--- src/rtl/serial_add_sub_if.sv ---
// Handshake and operand/result bundle for the serial add/sub engine.
// The master side issues start with operands; the slave side is the engine.
interface serial_add_sub_if #(
    parameter int WIDTH = 16
) ();
    logic             start;
    logic             sub;
    logic [WIDTH-1:0] a;
    logic [WIDTH-1:0] b;
    logic             cin;
    logic             busy;
    logic             done;
    logic [WIDTH-1:0] sum;
    logic             cout;
    logic             ovf;

    modport master (
        output start, sub, a, b, cin,
        input  busy, done, sum, cout, ovf
    );

    modport slave (
        input  start, sub, a, b, cin,
        output busy, done, sum, cout, ovf
    );
endinterface

--- src/rtl/serial_add_sub.sv ---
// Multi-cycle add/subtract engine: a WIDTH-bit operand pair is consumed
// DIGIT bits per clock through a small ripple slice, with the carry held in a
// register between digits. Subtract is a + ~b + ~borrow_in.
//
// state | meaning
// ------+-----------------------------------------------------------
// IDLE  | waiting for start; results hold
// RUN   | one digit per clock, LSB digit first
// DONE  | one-cycle done pulse; a new start is accepted here too
module serial_add_sub #(
    parameter int WIDTH = 16,
    parameter int DIGIT = 4
) (
    input  logic           clk,
    input  logic           rst,
    serial_add_sub_if.slave bus
);
    localparam int N  = (DIGIT >= 1) ? (WIDTH / DIGIT) : 1;
    localparam int CW = $clog2(N + 1);
    localparam logic [CW-1:0] LAST_DIGIT = CW'(N - 1);

    if (WIDTH < 1 || DIGIT < 1 || DIGIT > WIDTH || (WIDTH % DIGIT) != 0) begin : g_param_check
        $error("serial_add_sub: WIDTH must be >= 1 and a multiple of DIGIT >= 1");
    end

    typedef enum logic [1:0] {
        S_IDLE = 2'd0,
        S_RUN  = 2'd1,
        S_DONE = 2'd2
    } state_t;

    state_t           state_q, state_d;
    logic [WIDTH-1:0] a_sh_q, a_sh_d;
    logic [WIDTH-1:0] b_sh_q, b_sh_d;
    logic [WIDTH-1:0] res_sh_q, res_sh_d;
    logic             carry_q, carry_d;
    logic [CW-1:0]    cnt_q, cnt_d;
    logic             a_msb_q, a_msb_d;
    logic             b_msb_q, b_msb_d;
    logic [WIDTH-1:0] sum_q, sum_d;
    logic             cout_q, cout_d;
    logic             ovf_q, ovf_d;

    logic [DIGIT-1:0] dig_sum;
    logic             dig_cout;
    logic [WIDTH-1:0] dig_ext;
    logic [WIDTH-1:0] res_next;
    logic [WIDTH-1:0] b_eff;
    logic             accept;

    assign b_eff  = bus.sub ? ~bus.b : bus.b;
    assign accept = bus.start && (state_q != S_RUN);

    // Ripple slice: add the low digit of both operand shifters plus the carry.
    always_comb begin
        logic c;
        c       = carry_q;
        dig_sum = '0;
        for (int i = 0; i < DIGIT; i++) begin
            dig_sum[i] = a_sh_q[i] ^ b_sh_q[i] ^ c;
            c          = (a_sh_q[i] & b_sh_q[i]) | (c & (a_sh_q[i] ^ b_sh_q[i]));
        end
        dig_cout = c;
    end

    // New digit enters the result shifter from the top; after N digits the
    // first digit has reached bit 0. Shift form keeps DIGIT == WIDTH legal.
    always_comb begin
        dig_ext                = '0;
        dig_ext[DIGIT-1:0]     = dig_sum;
        res_next               = (res_sh_q >> DIGIT) | (dig_ext << (WIDTH - DIGIT));
    end

    // Next-state and datapath control.
    always_comb begin
        state_d  = state_q;
        a_sh_d   = a_sh_q;
        b_sh_d   = b_sh_q;
        res_sh_d = res_sh_q;
        carry_d  = carry_q;
        cnt_d    = cnt_q;
        a_msb_d  = a_msb_q;
        b_msb_d  = b_msb_q;
        sum_d    = sum_q;
        cout_d   = cout_q;
        ovf_d    = ovf_q;

        case (state_q)
            S_IDLE, S_DONE: begin
                if (accept) begin
                    a_sh_d  = bus.a;
                    b_sh_d  = b_eff;
                    carry_d = bus.cin ^ bus.sub;
                    cnt_d   = '0;
                    // Operand shifters lose their MSBs, so keep them for ovf.
                    a_msb_d = bus.a[WIDTH-1];
                    b_msb_d = b_eff[WIDTH-1];
                    state_d = S_RUN;
                end else begin
                    state_d = S_IDLE;
                end
            end
            S_RUN: begin
                a_sh_d   = a_sh_q >> DIGIT;
                b_sh_d   = b_sh_q >> DIGIT;
                res_sh_d = res_next;
                carry_d  = dig_cout;
                cnt_d    = cnt_q + CW'(1);
                if (cnt_q == LAST_DIGIT) begin
                    sum_d   = res_next;
                    cout_d  = dig_cout;
                    ovf_d   = (a_msb_q == b_msb_q) && (res_next[WIDTH-1] != a_msb_q);
                    state_d = S_DONE;
                end
            end
            default: state_d = S_IDLE;
        endcase
    end

    // State and datapath registers; reset clears everything, including results.
    always_ff @(posedge clk) begin
        if (rst) begin
            state_q  <= S_IDLE;
            a_sh_q   <= '0;
            b_sh_q   <= '0;
            res_sh_q <= '0;
            carry_q  <= 1'b0;
            cnt_q    <= '0;
            a_msb_q  <= 1'b0;
            b_msb_q  <= 1'b0;
            sum_q    <= '0;
            cout_q   <= 1'b0;
            ovf_q    <= 1'b0;
        end else begin
            state_q  <= state_d;
            a_sh_q   <= a_sh_d;
            b_sh_q   <= b_sh_d;
            res_sh_q <= res_sh_d;
            carry_q  <= carry_d;
            cnt_q    <= cnt_d;
            a_msb_q  <= a_msb_d;
            b_msb_q  <= b_msb_d;
            sum_q    <= sum_d;
            cout_q   <= cout_d;
            ovf_q    <= ovf_d;
        end
    end

    assign bus.busy = (state_q == S_RUN);
    assign bus.done = (state_q == S_DONE);
    assign bus.sum  = sum_q;
    assign bus.cout = cout_q;
    assign bus.ovf  = ovf_q;
endmodule

--- src/flat_wrapper.sv ---
// flat-port wrapper written by rule: the top's interface ports become plain ports
module serial_add_sub_flat 
#(
    parameter int WIDTH = 16,
    parameter int DIGIT = 4
)
  (clk, rst, bus_start, bus_sub, bus_a, bus_b, bus_cin, bus_busy, bus_done, bus_sum, bus_cout, bus_ovf);
  serial_add_sub_if #(.WIDTH(WIDTH)) bus_i ();
  input  logic clk;
  input  logic rst;
  input wire logic [$bits(bus_i.start)-1:0] bus_start;
  input wire logic [$bits(bus_i.sub)-1:0] bus_sub;
  input wire logic [$bits(bus_i.a)-1:0] bus_a;
  input wire logic [$bits(bus_i.b)-1:0] bus_b;
  input wire logic [$bits(bus_i.cin)-1:0] bus_cin;
  output wire logic [$bits(bus_i.busy)-1:0] bus_busy;
  output wire logic [$bits(bus_i.done)-1:0] bus_done;
  output wire logic [$bits(bus_i.sum)-1:0] bus_sum;
  output wire logic [$bits(bus_i.cout)-1:0] bus_cout;
  output wire logic [$bits(bus_i.ovf)-1:0] bus_ovf;
  assign bus_i.start = bus_start;
  assign bus_i.sub = bus_sub;
  assign bus_i.a = bus_a;
  assign bus_i.b = bus_b;
  assign bus_i.cin = bus_cin;
  assign bus_busy = bus_i.busy;
  assign bus_done = bus_i.done;
  assign bus_sum = bus_i.sum;
  assign bus_cout = bus_i.cout;
  assign bus_ovf = bus_i.ovf;
  serial_add_sub #(.WIDTH(WIDTH), .DIGIT(DIGIT)) u_core (.clk(clk), .rst(rst), .bus(bus_i));
endmodule
--- config.mk ---
export PLATFORM = sky130hd
export DESIGN_NAME = serial_add_sub_flat
export DESIGN_NICKNAME = d
export VERILOG_FILES = /design/src/rtl/serial_add_sub_if.sv /design/src/rtl/serial_add_sub.sv /design/src/flat_wrapper.sv
export SDC_FILE = /design/constraint.sdc
export NUM_CORES = 1
export LEC_CHECK = 0
export ABC_AREA = 1
export BUFFER_PORTS_ARGS = -buffer_cell sky130_fd_sc_hd__clkbuf_2
export CAP_MARGIN = 20
export CORE_ASPECT_RATIO = 0.9
export CORE_UTILIZATION = 40
export DETAILED_ROUTE_END_ITERATION = 8
export GPL_TIMING_DRIVEN = 0
export PLACE_DENSITY = 0.59
export SLEW_MARGIN = 20
export SYNTH_ARGS = -nofsm -noshare
export SYNTH_HDL_FRONTEND = slang
export SYNTH_SLANG_ARGS = --single-unit
--- constraint.sdc ---
create_clock -name clk -period 3.25 [get_ports clk]
set_clock_uncertainty 0.15 [all_clocks]
set_input_delay 0.325 -clock clk [delete_from_list [all_inputs] [get_ports clk]]
set_output_delay 0.325 -clock clk [all_outputs]
set_load 0.01 [all_outputs]
# == After elaboration in Yosys (flattened, before gate mapping) ==
# Cells that the tools add are included.
# totals
ff_bits,74
in_bits,37
out_inout_bits,20
word_cells,63
# op_classes
add_sub_neg,1
eq_ne,8
muxes,12
n_bitwise,23
reduce_logical,8
# ops
cell,n
16-bit one-hot mux with 2 select lines,2
16-bit two-way mux,3
16-bit inverter,1
12-bit by 16-bit OR with 16-bit output,1
1-bit bitwise XOR,9
1-bit AND,8
2-bit by 1-bit != test with 1-bit output (second input constant),3
3-bit one-hot mux with 2 select lines,1
2-bit AND reduction,3
1-bit OR,4
2-bit one-hot mux with 2 select lines,1
3-bit by 1-bit adder with 3-bit output (second input constant),1
3-bit by 2-bit equality test with 1-bit output (second input constant),1
3-bit two-way mux,1
2-bit by 1-bit equality test with 1-bit output (second input constant),1
2-bit equality test (second input constant),1
1-bit logical AND,2
2-bit logical NOT,1
1-bit two-way mux,2
2-bit two-way mux,1
1-bit one-hot mux with 2 select lines,1
2-bit nonzero test,1
2-bit OR reduction,1
1-bit equality test,1
1-bit != test,1

# == Depth between registers and ports, before layout ==
# logic_depth
word_depth,11
mapped_depth,12
mapped_depth_nobuf,12

# == Worst setup path before layout ==
# No wires, ideal clock.
# synth_timing
path_type,flip-flop to flip-flop
from,register u_core.carry_q
to,register u_core.ovf_q (netlist: u_core.bus.ovf)
arrival_time_ns,2.126
required_ns,3.042
setup_slack_ns,0.916
path_stages_with_launch,13
n_path_buf,0
cell_sequence,dfxtp_1 > inv_1 > fa_1 > inv_1 > fa_1 > fa_1 > inv_1 > fa_1 > nor2_1 > nor2_1 > a21oi_1 > nand2_1 > nand2_1
# synth_between
elab_chain_len,10
# synth_rtl
item,line,source
start: declaration,serial_add_sub.sv:36,"logic carry_q, carry_d;"
start signal: assignment,serial_add_sub.sv:139,carry_q <= carry_d;
1-bit AND,serial_add_sub.sv:61,c = (a_sh_q[i] & b_sh_q[i]) | (c & (a_sh_q[i] ^ b_sh_q[i]));
1-bit OR,serial_add_sub.sv:61,
1-bit AND,serial_add_sub.sv:61,
1-bit OR,serial_add_sub.sv:61,
1-bit AND,serial_add_sub.sv:61,
1-bit OR,serial_add_sub.sv:61,
1-bit bitwise XOR,serial_add_sub.sv:60,dig_sum[i] = a_sh_q[i] ^ b_sh_q[i] ^ c;
12-bit by 16-bit OR with 16-bit output,serial_add_sub.sv:71,res_next = (res_sh_q >> DIGIT) | (dig_ext << (WIDTH - DIGIT));
1-bit != test,serial_add_sub.sv:112,ovf_d = (a_msb_q == b_msb_q) && (res_next[WIDTH-1] != a_msb_q);
1-bit logical AND,serial_add_sub.sv:112,
end signal: assignment,serial_add_sub.sv:145,ovf_q <= ovf_d;
end: declaration,serial_add_sub.sv:42,"logic ovf_q, ovf_d;"
# Every way passes these cells.
# A chain may end at the register's enable or synchronous reset.

# == Worst setup path in the final report ==
# Same ends and word-level chain as after synthesis.

==> impl.org <==
** Setup path
- Setup crit end kind :: register
- Slowest-stage cell, CP :: sky130_fd_sc_hd__fa_1
- Cells along the critical path :: inv_1, fa_1, inv_1, fa_1, fa_1, inv_1, fa_1, nor2_1, nor2_1, a21oi_1, nand2_1, nand2_1
- Delay of the slowest cell on the worst path :: 480 ps
- Worst setup SP type :: register
- Setup slack of the most critical reg-to-reg path :: roughly 770 ps
- Data required time at the worst endpoint :: 3390 ps
- STA puts the critical path data arrival time at between 2000 and 3000 ps.
- In this design, the critical path's most frequently occurring cell is sky130_fd_sc_hd__fa_1.
- Worst-path maximum fanout :: 4
- Critical path class :: reg2reg
- The worst register-to-register path ends at u_core.bus.ovf.
- Logic depth of the worst register-to-register path :: 12
- The worst register-to-register path begins at u_core.carry_q.

** Logic synthesis
- The share of synthesized area in the top cell type comes to 0.457.
- Mapped Area :: around 3000 µm²
- Share of flip-flops with an asynchronous set or reset after synthesis :: 0
- Unique cell type count in the Yosys netlist :: 17
- Synthesized flop and latch total :: 70
- Proportion of synthesized chip area in sequential cells :: 0.457
- Dominant cells by area after synthesis :: sky130_fd_sc_hd__dfxtp_1, sky130_fd_sc_hd__nand2_1, sky130_fd_sc_hd__nand3_1, sky130_fd_sc_hd__inv_1, sky130_fd_sc_hd__a21oi_1
- Most used flip-flop cell after synthesis :: sky130_fd_sc_hd__dfxtp_1
- In the synthesized netlist, the number of instances is roughly 450.
- The average instance in the mapped netlist occupies between 6 and 7 µm².
- sky130_fd_sc_hd__dfxtp_1 takes more of the synthesized area than any other cell.
- Number of nets in the synthesized netlist :: roughly 500
- In this run, synthesis inferred 0 flip-flops with an integrated enable.
- During synthesis, Yosys emitted a total of 0 warnings.

** Clocking
- Post CTS Setup Buffer Count :: 0
- CTS Sinks :: 70
- Once the clock tree was built, the resizer swapped 0 gates to a different size.
- In this run, CTS created clock tree buffers numbering 9.
- Number of H-tree levels :: 3
- Clk pin slew, worst setup/hold paths :: roughly 70 ps
- Clk root buf :: sky130_fd_sc_hd__clkbuf_8
- Clock tree from TritonCTS :: yes
- No sink is reached through more buffers than the 2 on the longest clock path.
- The number of hold buffers added after CTS was 0.
- The clock reaches the later pin of the worst-skew pair after 340 ps.

** Place
- Placed wire-length estimate :: approximately 5000 µm
- Number of cells after detailed placement :: between 500 and 600
- IO buf count :: 55
- Routability-driven placement finished with a final weighted congestion of about 0.79.

** Final layout
- Number of non-filler instances in the completed layout :: 614
- At the end of the flow, the number of nets in the layout was between 500 and 600.
- Share of layout cells above drive strength 1 :: 0.173
- The repair_antennas step left the layout with diodes totalling 0.
- Compared with the post-synthesis result, the final layout area differs by 19.6%.

** GRT
- The first global-routing pass estimated 11,400 µm of wire.
- Combined global-route utilization of all metal layers :: 0.187
- Entering global routing, the biggest net connects 13 pins.
- The initial antenna violation count came to 0.
- Aggregate global routing overflow :: 0
- Number of global-route vias before repair :: 2,447

** Die
- The floorplan has 29 rows.
- The die covers 8020 µm².
- 57 I/O pins were placed.
- For this configuration, the core starts out at a cell density of 0.425.
- Placeable Area :: 7220 µm²
- Die W :: ~94 µm
- The die is approximately 85 µm tall.

** STA
- The worst path in the final design needs a cycle of ~2500 ps, including I/O delays and setup.
- Fin crit share :: 0.764
- Final number of hold-violating endpoints :: 0
- Setup repair after global routing left no endpoint under its margin.
- Fmax :: roughly 0.4 GHz
- Setup violations remaining at the end of the flow were counted as 0.
- Across all hold checks on the routed design, the worst slack comes to between 50 and 60 ps.
- At the pin with the least slew margin, the transition time is 465 ps.
- Relative slew slack :: 0.690
- The count of final max-slew check failures was 0.
- Post-route setup TNS :: 0 ps

** Drt
- Residual DRC :: 0
- Once detail routing completed, the nets flagged for antenna violations numbered 0.
- Using the TritonRoute via totals, the vias-per-cell ratio works out to 4.51.
- Via count :: 2,767
- DRT Pass-1 Iters :: 5
- Violation count after the first detailed-routing iteration :: around 110
- The final layout contains routed wiring with a total length of 6840 µm.
- In the final routed layout, each cell accounts on average for 11.1 µm.

** Pwr
- Of the total power, the share spent switching nets is 0.264.
- Clock network fraction of design power :: 0.395
- VDD sags by at most about 0.22 mV.
- Post-route total power :: about 1.9 mW
- The share of total power dissipated in sequential elements is 0.484.
- In this run the static leakage power is roughly 1.9 nW.
- Cell internal pwr :: approximately 1.4 mW
- For this design the ratio of total power to cell area is about 530 nW/µm².
- The analysis attributes to net switching a power of about 0.51 mW.
- Of the total power, combinational logic draws 0.122.

** Min path
- Hold path start :: bus_a[14]
- The min-delay analysis places its worst path in the category in2reg.
- Along the worst hold path, the cell count comes to 3.
- Endpoint with the worst hold slack :: u_core.a_sh_q[14]

** Job
- Max Cap Violations :: 0

** Run status
- Run status :: finished, final reports clean
## through the flow
step            util  setup WS (ps)  cell area, µm²
2_1_floorplan      -            916            3070
3_3_place_gp   0.479            789            3460
3_5_place_dp   0.479            788            3460
4_1_cts        0.508            760            3670
5_1_grt        0.508            642            3670
6_report       0.508            768            3670
## layout by cell type (no fill, tap or decap), drive strengths merged
| master | n |
|---|---|
| nand2 | 183 |
| ha | 2 |
| nor2 | 27 |
| clkbuf | 72 |
| bufinv | 2 |
| or2 | 4 |
| a21oi | 28 |
| fa | 4 |
| clkinv | 2 |
| clkinvlp | 1 |
| xor2 | 1 |
| o21ai | 13 |
| inv | 57 |
| buf | 14 |
| nand3 | 41 |
| dfxtp | 70 |
## power by group through the flow
stage          logic [mW]  clock network (mW)  registers, mW
2_1_floorplan       0.167                   0          0.946
3_3_place_gp        0.235                   0          0.953
3_5_place_dp        0.238                   0          0.953
4_1_cts             0.239               0.782          0.934
5_1_grt             0.273               0.825          0.941
6_report            0.235               0.762          0.934
## state kept, by name (all words and copies together) (netlist names), 2 cells and up
signal and cells:
u_core.a_sh_q 16, u_core.b_sh_q 16, u_core.bus.sum 16, u_core.res_sh_q 12, u_core.cnt_q 3, u_core.state_q 2
## area by class of cell
cell class / count / area [µm²]
clock inverters: 6 / 86.3
repair buffers: 55 / 275
fillers: 760 / 3550
multi-input cells: 303 / 1350
well taps: 93 / 116
clock buffers: 9 / 124
inverters: 56 / 210
plain buffers: 22 / 103
flip-flops and latches: 70 / 1400
## layer usage
| metal | track usage | wire (µm) |
|---|---|---|
| met1 | 0.236 | 3330 |
| met2 | 0.296 | 3110 |
| met3 | 0.0636 | 332 |
| met4 | 0.0629 | 70 |
| met5 | 0 | 0 |
## synthesized netlist by cell type (4+ instances only)
| master | number |
|---|---|
| sky130_fd_sc_hd__dfxtp_1 | 70 |
| sky130_fd_sc_hd__nand2_1 | 183 |
| sky130_fd_sc_hd__a21oi_1 | 28 |
| sky130_fd_sc_hd__fa_1 | 4 |
| sky130_fd_sc_hd__clkbuf_1 | 8 |
| sky130_fd_sc_hd__buf_2 | 10 |
| sky130_fd_sc_hd__nand3_1 | 41 |
| sky130_fd_sc_hd__nor2_1 | 25 |
| sky130_fd_sc_hd__or2_2 | 4 |
| sky130_fd_sc_hd__o21ai_0 | 13 |
| sky130_fd_sc_hd__inv_1 | 54 |
## worst max-delay path, delay by kind of cell, from the launching register on
family                   cells  cell delay (ps)
buffers and inverters        3              190
adder cells (fa/ha/maj)      4             1380
AND/OR/NAND/NOR              4              270
AO/OA/AOI/OAI                1              120
flip-flops                   1              310
## worst max path at each step
stage | start | end | slack [ps] | cells past startpoint
floorplan | u_core.carry_q | u_core.bus.ovf | 920 | 12
global placement | u_core.carry_q | u_core.bus.ovf | 790 | 12
detailed placement | u_core.carry_q | u_core.bus.ovf | 790 | 12
CTS | u_core.carry_q | u_core.bus.ovf | 760 | 12
global route | u_core.b_sh_q[0] | u_core.bus.ovf | 640 | 12
finish | u_core.carry_q | u_core.bus.ovf | 770 | 12
## kinds of logic after synthesis
kind of cell / count (synthesis) / synth area share
simple gates: 255 / 0.337
fa+ha+maj: 6 / 0.0343
flops: 70 / 0.457
compound gates: 41 / 0.0669
buf+inv: 78 / 0.102
xor+xnor: 1 / 0.00286
No activity file was read; power rests on OpenSTA's default activity.
